## src/rtl/seq_transport_if.sv

```systemverilog
// Transport bundle between the button/tempo side and the sequencer step controller.
// master drives buttons, direction and tempo; slave is the controller producing step pulses.
interface seq_transport_if #(
  parameter int unsigned PERIOD_W = 24
);
  logic                play_btn;
  logic                stop_btn;
  logic                step_btn;
  logic                dir;
  logic [PERIOD_W-1:0] period;
  logic                go_right;
  logic                go_left;
  logic                srst;
  logic                step_tick;
  logic                bar_tick;
  logic [2:0]          step_idx;
  logic                playing;
  logic                paused;

  modport master (
    output play_btn, stop_btn, step_btn, dir, period,
    input  go_right, go_left, srst, step_tick, bar_tick, step_idx, playing, paused
  );

  modport slave (
    input  play_btn, stop_btn, step_btn, dir, period,
    output go_right, go_left, srst, step_tick, bar_tick, step_idx, playing, paused
  );
endinterface

```

## src/rtl/seq_transport_ctrl.sv

```systemverilog
// Play/pause/stop/step transport for the 8-step sequencer: tempo counter, one-cycle go/srst
// pulses, and a step index that mirrors the sequencer's one-hot position.
module seq_transport_ctrl #(
  parameter int unsigned PERIOD_W   = 24,
  parameter int unsigned MIN_PERIOD = 4
) (
  input logic            clk,
  input logic            rst,
  seq_transport_if.slave bus
);

  typedef enum logic [1:0] {StIdle, StPlay, StPause} state_e;

  state_e              state_q;
  logic [PERIOD_W-1:0] cnt_q;
  logic [PERIOD_W-1:0] reload;
  logic                go_left_q;
  logic                go_right_q;
  logic                srst_q;
  logic                entry_q;
  logic                step_tick_q;
  logic                bar_tick_q;
  logic                playing_q;
  logic                paused_q;
  logic [2:0]          step_idx_q;
  logic [2:0]          idx_next;
  logic                tick_next;

  // Reload value is eff_period-1 with eff_period clamped up to MIN_PERIOD.
  always_comb begin
    reload = bus.period - PERIOD_W'(1);
    if (bus.period < PERIOD_W'(MIN_PERIOD)) begin
      reload = PERIOD_W'(MIN_PERIOD - 1);
    end
  end

  // Index follows whatever pulse the sequencer consumes at the coming edge.
  always_comb begin
    idx_next = step_idx_q;
    if (srst_q) begin
      idx_next = 3'd0;
    end else if (go_right_q) begin
      idx_next = step_idx_q + 3'd1;
    end else if (go_left_q) begin
      idx_next = step_idx_q - 3'd1;
    end
    tick_next = go_right_q | go_left_q | entry_q;
  end

  always_ff @(posedge clk or posedge rst) begin
    if (rst) begin
      state_q     <= StIdle;
      cnt_q       <= '0;
      go_left_q   <= 1'b0;
      go_right_q  <= 1'b0;
      srst_q      <= 1'b0;
      entry_q     <= 1'b0;
      step_tick_q <= 1'b0;
      bar_tick_q  <= 1'b0;
      playing_q   <= 1'b0;
      paused_q    <= 1'b0;
      step_idx_q  <= 3'd0;
    end else begin
      go_left_q   <= 1'b0;
      go_right_q  <= 1'b0;
      srst_q      <= 1'b0;
      entry_q     <= 1'b0;
      step_idx_q  <= idx_next;
      step_tick_q <= tick_next;
      bar_tick_q  <= tick_next && (idx_next == 3'd0);

      if (bus.stop_btn) begin
        state_q   <= StIdle;
        playing_q <= 1'b0;
        paused_q  <= 1'b0;
        cnt_q     <= '0;
        srst_q    <= 1'b1;
      end else if (bus.play_btn) begin
        unique case (state_q)
          StIdle: begin
            state_q   <= StPlay;
            playing_q <= 1'b1;
            paused_q  <= 1'b0;
            cnt_q     <= reload;
            entry_q   <= 1'b1;
          end
          StPlay: begin
            // Pause wins over an expiry in the same cycle; counter is frozen as-is.
            state_q   <= StPause;
            playing_q <= 1'b0;
            paused_q  <= 1'b1;
          end
          StPause: begin
            state_q   <= StPlay;
            playing_q <= 1'b1;
            paused_q  <= 1'b0;
          end
          default: begin
            state_q   <= StIdle;
            playing_q <= 1'b0;
            paused_q  <= 1'b0;
          end
        endcase
      end else if (bus.step_btn && (state_q != StPlay)) begin
        go_left_q  <= bus.dir;
        go_right_q <= ~bus.dir;
      end else if (state_q == StPlay) begin
        if (cnt_q == '0) begin
          go_left_q  <= bus.dir;
          go_right_q <= ~bus.dir;
          cnt_q      <= reload;
        end else begin
          cnt_q <= cnt_q - PERIOD_W'(1);
        end
      end
    end
  end

  assign bus.go_right  = go_right_q;
  assign bus.go_left   = go_left_q;
  assign bus.srst      = srst_q;
  assign bus.step_tick = step_tick_q;
  assign bus.bar_tick  = bar_tick_q;
  assign bus.step_idx  = step_idx_q;
  assign bus.playing   = playing_q;
  assign bus.paused    = paused_q;

endmodule

```

## src/flat_wrapper.sv

```systemverilog
// flat-port wrapper written by rule: the top's interface ports become plain ports
module seq_transport_ctrl_flat 
#(
  parameter int unsigned PERIOD_W   = 24,
  parameter int unsigned MIN_PERIOD = 4
)
  (clk, rst, bus_play_btn, bus_stop_btn, bus_step_btn, bus_dir, bus_period, bus_go_right, bus_go_left, bus_srst, bus_step_tick, bus_bar_tick, bus_step_idx, bus_playing, bus_paused);
  seq_transport_if #(.PERIOD_W(PERIOD_W)) bus_i ();
  input logic clk;
  input logic rst;
  input wire logic [$bits(bus_i.play_btn)-1:0] bus_play_btn;
  input wire logic [$bits(bus_i.stop_btn)-1:0] bus_stop_btn;
  input wire logic [$bits(bus_i.step_btn)-1:0] bus_step_btn;
  input wire logic [$bits(bus_i.dir)-1:0] bus_dir;
  input wire logic [$bits(bus_i.period)-1:0] bus_period;
  output wire logic [$bits(bus_i.go_right)-1:0] bus_go_right;
  output wire logic [$bits(bus_i.go_left)-1:0] bus_go_left;
  output wire logic [$bits(bus_i.srst)-1:0] bus_srst;
  output wire logic [$bits(bus_i.step_tick)-1:0] bus_step_tick;
  output wire logic [$bits(bus_i.bar_tick)-1:0] bus_bar_tick;
  output wire logic [$bits(bus_i.step_idx)-1:0] bus_step_idx;
  output wire logic [$bits(bus_i.playing)-1:0] bus_playing;
  output wire logic [$bits(bus_i.paused)-1:0] bus_paused;
  assign bus_i.play_btn = bus_play_btn;
  assign bus_i.stop_btn = bus_stop_btn;
  assign bus_i.step_btn = bus_step_btn;
  assign bus_i.dir = bus_dir;
  assign bus_i.period = bus_period;
  assign bus_go_right = bus_i.go_right;
  assign bus_go_left = bus_i.go_left;
  assign bus_srst = bus_i.srst;
  assign bus_step_tick = bus_i.step_tick;
  assign bus_bar_tick = bus_i.bar_tick;
  assign bus_step_idx = bus_i.step_idx;
  assign bus_playing = bus_i.playing;
  assign bus_paused = bus_i.paused;
  seq_transport_ctrl #(.PERIOD_W(PERIOD_W), .MIN_PERIOD(MIN_PERIOD)) u_core (.clk(clk), .rst(rst), .bus(bus_i));
endmodule
```

## config.mk

```make
export PLATFORM = sky130hd
export DESIGN_NAME = seq_transport_ctrl_flat
export DESIGN_NICKNAME = d
export VERILOG_FILES = /design/src/rtl/seq_transport_if.sv /design/src/rtl/seq_transport_ctrl.sv /design/src/flat_wrapper.sv
export SDC_FILE = /design/constraint.sdc
export NUM_CORES = 1
export LEC_CHECK = 0
export BUFFER_PORTS_ARGS = -buffer_cell sky130_fd_sc_hd__clkbuf_2
export CAP_MARGIN = 20
export CORE_ASPECT_RATIO = 0.6
export CORE_MARGIN = 1
export CORE_UTILIZATION = 55
export DETAILED_ROUTE_END_ITERATION = 10
export HOLD_SLACK_MARGIN = 0.12
export PLACE_DENSITY = 0.78
export RECOVER_POWER = 100
export SYNTH_ARGS = -nofsm -noshare
export SYNTH_HDL_FRONTEND = slang
export SYNTH_SLANG_ARGS = --single-unit
```

## constraint.sdc

```tcl
create_clock -name clk -period 2.85 [get_ports clk]
set_input_delay 0.1425 -clock clk [delete_from_list [all_inputs] [get_ports clk]]
set_output_delay 0.1425 -clock clk [all_outputs]
set_load 0.05 [all_outputs]
```

==> results.md <==
* Warnings from Yosys at 0
* Most numerous cell in the Yosys netlist: nor2_1
* Type of the worst setup path: reg -> reg
* Required time of the critical path at 3020 ps
* Remaining DRCs at 0
* Final hold slack at 211 ps
* Shortest clock period the worst path allows after layout at 2740 ps
* Full die area at 4900 sq um
* Residual overflow from global routing at 0
* Total power divided by cell area at 601 nW/um^2
* Gr usage total at 0.339
* Status: complete, but fails checks
* Effective utilization at floorplan at 0.596
* Top area cells in the synthesized netlist: dfrtp_1, nor2_1, o21ai_0
* Largest area contributor in the netlist: dfrtp_1
* Root Buffer: clkbuf_8
* Hold crit path type: in -> reg
* Clock buffers created by TritonCTS at 5
* DIE HEIGHT at 54.6 um
* Vias in the first global route at 2351
* Fraction of synthesized cell area taken by the top area cell type at 0.355
* Clock latency reported for the late side of the worst-skew pair at 280 ps
* Static Leakage at 0.00124 uW
* Final WL at 7.51 mm
* Total vias in the final route at 2689
* Syn Std Cell Area at 2540 sq um
* Setup violation total in the final timing report at 0
* Buffers inserted during post-CTS setup optimization at 0
* Slowest stage delay, CP at 590 ps
* Max Slew Vio Count at 37
* Maximum buffer depth of the clock tree at 2
* Site row count at 18
* Final number of hold-violating endpoints at 0
* Largest voltage drop on the vdd net at 0.284 mV
* Critical Path, Cell by Cell: inv_1 -> ha_1 -> or4b_2 -> or4_4 -> o21ai_1 -> o21ai_0 -> a22o_1
* Crit path max fanout at 6
* Setup clock skew after layout at 7.66 ps
* Input/output buffers at 39
* Share of final-layout standard cells stronger than drive strength 1 at 0.154
* Maximum clock frequency at 0.365 GHz
* Clock tree from TritonCTS: built
* H-Tree Level Count at 2
* Post-route ant nets at 0
* Setup_tns at 0 ps
* FF/Latch Area at 901 sq um
* Yosys reg bits at 36
* Post-route cell area at 2960 sq um
* Count of maximum capacitance violations at 1
* Footprint of the multi-input gates at 1550 sq um
* Nets in the synthesized netlist at 346
* Nature of the critical path endpoint: flip-flop
* Signed area change from the synthesized netlist to the final layout at 16.6%
* Library cells used by synthesis at 49
* Final weighted congestion in routability-driven placement at 0.958
* Worst Max-Slew Pin Slew at 1980 ps
* Detail-routed net length per standard cell at 17.7 um
* Violated checks: capacitance limit, slew limit
* Number of enable-type register cells in the synthesized netlist at 0
* Count of inserted antenna diode cells at 0
* HPWL after DPL at 5.70 mm
* Critical path startpoint category: flip-flop
* Starting DRT DRC Count at 426
* Die width at 89.7 um
* Standard cell area after detailed placement at 2870 sq um
* TritonCTS sink count at 36
* Clock-pin slew reported for the worst setup and hold paths after clock tree synthesis at 70 ps
* Post-synthesis instance total at 311
* Proportion of synthesized chip area in sequential cells at 0.355
* Relative slew margins at -0.318
* Boundary Pins at 40
* Post-layout util at 0.695
* Total iterations of the first detailed-routing run at 6
* Setup repair after global routing missed its margin: no
* Final net count at 398
* Maximum number of pins on one net before global-route repair at 37
* Arrival time at the worst endpoint at 2920 ps
* Dominant synthesized flop cell: dfrtp_1
* Commonest cells post-synth: nor2_1, dfrtp_1, nand2_1, o21ai_0, nor3_1
* Placeable core area at 4260 sq um
* Final worst path period share at 0.962
* Number of filler cells placed in the layout at 369
* Avg Vias per Cell at 6.36
* Wire length of the first global-routing pass at 12.0 mm
* Share of flip-flops with an asynchronous set or reset after synthesis at 1.00
* Initial antenna violation count at 0
* Crit path max-delay cell type: or4b_2
* Synthesized area per cell at 8.15 sq um
## kinds of logic after synthesis
group	after synthesis	synth area share
XOR/XNOR	21	0.0725
adder cells (fa/ha/maj)	5	0.0247
AO/OA/AOI/OAI	77	0.192
flip-flops	36	0.355
buffers and inverters	21	0.0340
AND/OR/NAND/NOR	148	0.309
multiplexers	3	0.0123
## final timing paths
kind / startpoint / to / slack (ps) / cells after the start
setup / recovery: u_core.cnt_q[0] / u_core.cnt_q[22] / 110 / 7
hold / removal: bus_period[15] / u_core.cnt_q[15] / 210 / 3
setup reg to reg: u_core.cnt_q[0] / u_core.cnt_q[22] / 110 / 7
hold reg to reg: u_core.entry_q / u_core.bus.step_tick / 460 / 1
max in group asynchronous: rst / u_core.bus.step_idx[0] / 620 / 4
min in group asynchronous: rst / u_core.cnt_q[21] / 1100 / 4
## where the power goes
part / internal [uW] / switching [uW]
Combinational: 265 / 471
Sequential: 576 / 74.0
Clock: 215 / 177
## metal layers
| metal | wire (um) | global-route usage |
|---|---|---|
| met5 | 0 | 0 |
| met4 | 50 | 0.0529 |
| met3 | 935 | 0.0845 |
| met2 | 3150 | 0.484 |
| met1 | 3370 | 0.520 |
## repair_timing
action | in CTS | in global routing
endpoints found under the setup margin | 0 | 2
hold buffers | 2 | 0
resized for setup | 0 | 1
hold endpoints to repair | 38 | 0
## critical path, delay by kind of cell (launching register included)
family	cells	cell delay (ps)
AND/OR/NAND/NOR	2	1060
AO/OA/AOI/OAI	3	870
flip-flops	1	420
adder cells (fa/ha/maj)	1	180
buffers and inverters	1	90
## state kept, by name, summed over array words and instances, names as in the netlist
name,flops
u_core.state_q,2
u_core.bus.paused,1
u_core.bus.step_tick,1
u_core.cnt_q,24
u_core.bus.step_idx,3
u_core.bus.go_right,1
u_core.bus.go_left,1
u_core.bus.srst,1
u_core.bus.bar_tick,1
u_core.entry_q,1
## area by class of cell
cell class                      count  area share
Clock buffer                        7      0.0326
Inverter                           11      0.0140
Multi-Input combinational cell    254       0.522
Sequential cell                    36       0.305
Tap cell                           60      0.0254
Timing Repair Buffer               55       0.101
## layout by cell type (no fill, tap or decap), types with 10 or more instances in the layout
cell type and count:
a21oi_1 17, inv_1 11, nand3_1 11, xor2_1 10
nor2_1 37, buf_4 12, nand2_1 26, clkbuf_2 28
dfrtp_1 36, nor3_1 19, clkbuf_1 13, o21ai_0 25
nor4_1 10, xnor2_1 11
## through the flow
stage	std cells	setup slack (ps)	total power (uW)
final	423	107	1780
after global routing	423	0.913	1880
after CTS	423	152	1760
after detailed placement	414	173	1370
after global placement	414	233	1350
after floorplan	311	373	1130
(Power assumes the default switching activity.)
